--- config.mk ---
export PLATFORM = sky130hd
export DESIGN_NAME = hash_seq_ctrl_flat
export DESIGN_NICKNAME = d
export VERILOG_FILES = /design/src/rtl/hash_seq_if.sv /design/src/rtl/hash_seq_ctrl.sv /design/src/flat_wrapper.sv
export SDC_FILE = /design/constraint.sdc
export NUM_CORES = 1
export LEC_CHECK = 0
export CORE_MARGIN = 4
export CORE_UTILIZATION = 59
export CTS_BUF_LIST = sky130_fd_sc_hd__clkbuf_4
export CTS_CLUSTER_SIZE = 8
export DETAILED_ROUTE_END_ITERATION = 6
export PLACE_DENSITY = 0.79
export SLEW_MARGIN = 30
export SYNTH_ARGS = -nofsm -noshare
export SYNTH_HDL_FRONTEND = slang
export SYNTH_SLANG_ARGS = --single-unit
--- constraint.sdc ---
create_clock -name clk -period 4 [get_ports clk]
set_input_delay 0.4 -clock clk [delete_from_list [all_inputs] [get_ports clk]]
set_output_delay 0.4 -clock clk [all_outputs]
set_load 0.02 [all_outputs]
--- src/rtl/hash_seq_if.sv ---
// hash_seq_if: command, byte-stream handshake and round-strobe bundle for hash_seq_ctrl.
// master is the controller side, slave is the message source / hash datapath side.
interface hash_seq_if #(
    parameter int LEN_W = 64
);
    logic             start;
    logic [LEN_W-1:0] len_in;
    logic             m_valid;
    logic             m_ready;
    logic             h_init;
    logic             rnd_en;
    logic             rnd_src;
    logic [2:0]       len_sel;
    logic [7:0]       len_byte;
    logic             busy;
    logic             hash_ready;
    logic             hash_ack;
    logic             err;

    modport master (
        input  start, len_in, m_valid, hash_ack,
        output m_ready, h_init, rnd_en, rnd_src, len_sel, len_byte, busy, hash_ready, err
    );

    modport slave (
        output start, len_in, m_valid, hash_ack,
        input  m_ready, h_init, rnd_en, rnd_src, len_sel, len_byte, busy, hash_ready, err
    );
endinterface

--- src/rtl/hash_seq_ctrl.sv ---
// hash_seq_ctrl: sequences IV load, per-byte rounds and length-fold rounds of the hash datapath.
// Define HASH_SEQ_ZERO_LEN_EN to accept zero-length messages instead of flagging err.
module hash_seq_ctrl #(
    parameter int LEN_W        = 64,
    parameter int FINAL_ROUNDS = 8
) (
    input logic        clk,
    input logic        rst_n,
    hash_seq_if.master bus
);
    typedef enum logic [2:0] {IDLE, LOAD, MSG, FIN, DONE} state_e;

    state_e           state_q, state_d;
    logic [LEN_W-1:0] cnt_q, cnt_d, len_q, len_d;
    logic [2:0]       f_q, f_d;
    logic             err_d;
    logic             m_ready_q, h_init_q, fin_q, busy_q, hash_ready_q, err_q;

    always_comb begin
        state_d = state_q;
        cnt_d   = cnt_q;
        len_d   = len_q;
        err_d   = 1'b0;
        f_d     = (state_q == FIN) ? f_q + 3'd1 : 3'd0;
        case (state_q)
            IDLE: if (bus.start) begin
                if (bus.len_in != '0) begin
                    state_d = LOAD;
                    cnt_d   = bus.len_in;
                    len_d   = bus.len_in;
                end else begin
`ifdef HASH_SEQ_ZERO_LEN_EN
                    state_d = LOAD;
                    cnt_d   = '0;
                    len_d   = '0;
`else
                    err_d   = 1'b1;
`endif
                end
            end
            LOAD: state_d = (cnt_q == '0) ? FIN : MSG;
            MSG: if (bus.m_valid) begin
                cnt_d = cnt_q - LEN_W'(1);
                if (cnt_q == LEN_W'(1)) state_d = FIN;
            end
            FIN:  if (f_q == 3'(FINAL_ROUNDS - 1)) state_d = DONE;
            DONE: if (bus.hash_ack) state_d = IDLE;
            default: state_d = IDLE;
        endcase
    end

    // Strobes are registered as a decode of the next state so they line up with state_q.
    always_ff @(posedge clk or negedge rst_n) begin
        if (!rst_n) begin
            state_q      <= IDLE;
            cnt_q        <= '0;
            len_q        <= '0;
            f_q          <= 3'd0;
            m_ready_q    <= 1'b0;
            h_init_q     <= 1'b0;
            fin_q        <= 1'b0;
            busy_q       <= 1'b0;
            hash_ready_q <= 1'b0;
            err_q        <= 1'b0;
        end else begin
            state_q      <= state_d;
            cnt_q        <= cnt_d;
            len_q        <= len_d;
            f_q          <= f_d;
            m_ready_q    <= state_d == MSG;
            h_init_q     <= state_d == LOAD;
            fin_q        <= state_d == FIN;
            busy_q       <= state_d != IDLE;
            hash_ready_q <= state_d == DONE;
            err_q        <= err_d;
        end
    end

    assign bus.m_ready    = m_ready_q;
    assign bus.h_init     = h_init_q;
    assign bus.rnd_en     = (m_ready_q & bus.m_valid) | fin_q;
    assign bus.rnd_src    = fin_q;
    assign bus.len_sel    = fin_q ? f_q : 3'd0;
    assign bus.len_byte   = 8'(len_q >> {bus.len_sel, 3'b000});
    assign bus.busy       = busy_q;
    assign bus.hash_ready = hash_ready_q;
    assign bus.err        = err_q;
endmodule

--- src/flat_wrapper.sv ---
// flat-port wrapper written by rule: the top's interface ports become plain ports
module hash_seq_ctrl_flat 
#(
    parameter int LEN_W        = 64,
    parameter int FINAL_ROUNDS = 8
)
  (clk, rst_n, bus_start, bus_len_in, bus_m_valid, bus_hash_ack, bus_m_ready, bus_h_init, bus_rnd_en, bus_rnd_src, bus_len_sel, bus_len_byte, bus_busy, bus_hash_ready, bus_err);
  hash_seq_if #(.LEN_W(LEN_W)) bus_i ();
  input logic clk;
  input logic rst_n;
  input wire logic [$bits(bus_i.start)-1:0] bus_start;
  input wire logic [$bits(bus_i.len_in)-1:0] bus_len_in;
  input wire logic [$bits(bus_i.m_valid)-1:0] bus_m_valid;
  input wire logic [$bits(bus_i.hash_ack)-1:0] bus_hash_ack;
  output wire logic [$bits(bus_i.m_ready)-1:0] bus_m_ready;
  output wire logic [$bits(bus_i.h_init)-1:0] bus_h_init;
  output wire logic [$bits(bus_i.rnd_en)-1:0] bus_rnd_en;
  output wire logic [$bits(bus_i.rnd_src)-1:0] bus_rnd_src;
  output wire logic [$bits(bus_i.len_sel)-1:0] bus_len_sel;
  output wire logic [$bits(bus_i.len_byte)-1:0] bus_len_byte;
  output wire logic [$bits(bus_i.busy)-1:0] bus_busy;
  output wire logic [$bits(bus_i.hash_ready)-1:0] bus_hash_ready;
  output wire logic [$bits(bus_i.err)-1:0] bus_err;
  assign bus_i.start = bus_start;
  assign bus_i.len_in = bus_len_in;
  assign bus_i.m_valid = bus_m_valid;
  assign bus_i.hash_ack = bus_hash_ack;
  assign bus_m_ready = bus_i.m_ready;
  assign bus_h_init = bus_i.h_init;
  assign bus_rnd_en = bus_i.rnd_en;
  assign bus_rnd_src = bus_i.rnd_src;
  assign bus_len_sel = bus_i.len_sel;
  assign bus_len_byte = bus_i.len_byte;
  assign bus_busy = bus_i.busy;
  assign bus_hash_ready = bus_i.hash_ready;
  assign bus_err = bus_i.err;
  hash_seq_ctrl #(.LEN_W(LEN_W), .FINAL_ROUNDS(FINAL_ROUNDS)) u_core (.clk(clk), .rst_n(rst_n), .bus(bus_i));
endmodule
==> metrics.txt <==
Worst Max-Slew Pin Slew=0.9333 ns; Reg-to-Reg End=u_core.bus.busy; cells after synthesis=939; failing checks=DRC; #FFs+latches synth=140; final-report max-slew violation count=0; Worst Hold Depth=3; clock latency on the worst-skew pair=between 0.5 and 0.6 ns; Max Fanout on Critical Path=19; post-synth top area cell=dfrtp_1; hold_sp=bus_len_in[58]; CP arrival=3.32 ns; Die Y-Extent=123.0 um; final hold violation count=0; layout cell share with drive strength beyond 1=7.129%; Root Buffer=clkbuf_4; Final Cycle Share=93.07%; Syn Nets=1013; Synth Flop Type=dfrtp_1; WP buf/inv=1; CP Cell Sequence=nand2_1, a221oi_1, a211oi_1, a21o_1, clkdlybuf4s50_1; VDD IR-drop max=between 0.3 and 0.4 mV; core area=12770 sq um; hold worst-path end=u_core.len_q[58]; drt pass-1 iters=7; Synth cell types=56; synth warn=0; area of the multi-input gates=4014 sq um; site row count=41; Worst slew margin=between 30% and 40%; WL/cell=22.54 um; min-delay worst type=primary input to register; Mean Syn Cell Area=between 8 and 9 sq um; Max-Cap Viols=0; synth top area cells=dfrtp_1 45%, nand2_1 12%, a21oi_1 4.0%; Final min period=3.723 ns; sequential area share after synthesis=44.94%; Tot GR Track Use=between 30% and 40%; fillers=between 900 and 1000; FF+latch area=3503 sq um; EDFF count, synth=0; r2r setup slk=0.91 ns; CP max stage cell=nand2_1; DP HPWL=19.02 mm; Port Buffer Count=86; outcome=finished, violations left; total gr overflow=0; unrepaired setup endpoints after global routing=no; GPL Wtd Cong=0.9853; final setup violation count=0; die width=123.0 um; share of the synthesized area in the top cell type=between 40 and 50%; Setup TNS Final=0 ns; H-Tree Depth=4; vias in the first global route=7257; clk_skew=0.02451 ns; Cell Area, Synth=7796 sq um; total power=3.423 mW; largest net degree at the start of global routing=98; clk sinks=140; initial antenna violation count=1; die area=15120 sq um; most frequent cells after synthesis=249 x nand2_1, 140 x dfrtp_1, 62 x a21oi_1; Top Family by Delay on Critical Path=compound AO/OA/AOI/OAI gates; Worst setup EP type=output pin; Clock transition at path regs=between 0.1 and 0.15 ns; Worst R2R Start=u_core.cnt_q[37]; R2R depth=6; critical path class=register to output pin; fraction of registers with async set/reset=100.0%; top-count cell post-synth=nand2_1; DR vias=7971; crit path launch type=register; Slowest Stage Delay on Critical Path=a little under 0.7 ns; DRC=3; # hold bufs at CTS=1; Clock Tree Buf Depth=2; I/O Pins=87; Vias/cell=6.738; postcts setup bufs=0; Initial Util=61.03%; nets=1071; Layout area overhead=17.06%; PwrDens=375.1 nW/um^2; remaining antenna violation count=0; TritonCTS clock tree=yes; fmax=268.6 MHz; first-pass GRT wire length=just over 40 mm; Pleak=4.068 nW; WP data required=3.60 ns; # resized after CTS=0; CTS Buf Count=17; WL final=26.66 mm; Initial DRC Count=1259
-- stage by stage --
step | area (sq um) | utilization, % | setup WS, ns | hold WS, ns | cells
floorplan | 7796 | - | 1.102 | 0.1044 | 939
global route | 9126 | 71.45 | 0.07185 | 0.4304 | 1183
finish | 9126 | 71.45 | 0.2771 | 0.4423 | 1183
CTS | 9120 | 71.40 | 0.2754 | 0.4059 | 1182
global placement | 8785 | 68.77 | 0.5909 | 0.4535 | 1149
detailed placement | 8785 | 68.77 | 0.5219 | 0.4630 | 1149
-- power by group --
group          total, mW  internal [mW]  switching (mW)
clock network       1.05          0.495           0.552
logic              0.662          0.269           0.393
registers           1.71           1.55           0.168
-- worst max-delay path by stage --
stage                                 from               end  slack (ns)  cells after the start
final                        u_core.f_q[2]   bus_len_byte[2]        0.28                      5
after global routing         u_core.f_q[2]   bus_len_byte[1]        0.07                      5
after CTS                    u_core.f_q[2]   bus_len_byte[2]        0.28                      5
after detailed placement    bus_len_in[38]   u_core.cnt_q[0]        0.52                      9
after global placement      bus_len_in[38]   u_core.cnt_q[0]        0.59                      9
after floorplan           u_core.cnt_q[37]  u_core.cnt_q[57]        1.10                      7
-- registers in the layout, indices dropped and copies added, names as in the netlist, 3 cells and up --
name / flops
u_core.len_q: 64
u_core.cnt_q: 64
u_core.state_q: 3
u_core.f_q: 3
-- layout make-up --
type                    instances  share of cell area [%]
multi-input cells             722                   43.98
flip-flops and latches        140                   38.39
repair buffers                102                   11.09
well taps                     172                   2.358
clock inverters                15                   2.166
clock buffers                  17                   1.398
inverters                      14                  0.5895
diodes                          1                 0.02742
-- cell families after synthesis --
kind of cell | count (synthesis) | synth area share [%]
muxes | 8 | 2.311
DFF | 140 | 44.94
adders and majority gates | 5 | 0.8024
buffers and inverters | 77 | 3.820
and+or+nand+nor | 465 | 27.62
AOI/OAI and AO/OA | 244 | 20.51
-- tightest hold or removal path: stages --
cell	delay (ns)
clkdlybuf4s50_1	0.45
nand2_1	0.08
nand2_1	0.04
-- per-layer routing --
metal | GRT usage, % | up-vias | share of wire [%]
li1 | - | 3525 | -
met1 | 52.90 | 3859 | 40
met2 | 54.70 | 513 | 45
met3 | 7.182 | 74 | 11
met4 | 13.02 | 0 | 3.7
met5 | 0 | - | 0
-- cell usage in the layout, fill, tap and decap left out, drive strengths merged, types with 10 or more instances in the layout --
cell type / Yosys / routed
a21oi: 63 / 63
a21o: 10 / 10
or3: 15 / 15
nand2: 249 / 249
o22ai: 19 / 19
inv: 14 / 14
a22oi: 12 / 12
a31oi: 14 / 14
nand3: 20 / 20
nor3: 29 / 29
nor4: 37 / 37
nand4: 14 / 14
a211oi: 11 / 11
buf: 7 / 15
clkinv: 0 / 10
o21ai: 45 / 45
clkbuf: 56 / 18
or4: 12 / 12
clkdlybuf4s50: 0 / 85
nor2: 51 / 51
dfrtp: 140 / 140
o22a: 14 / 14
Power figures use the tool's default switching activity.
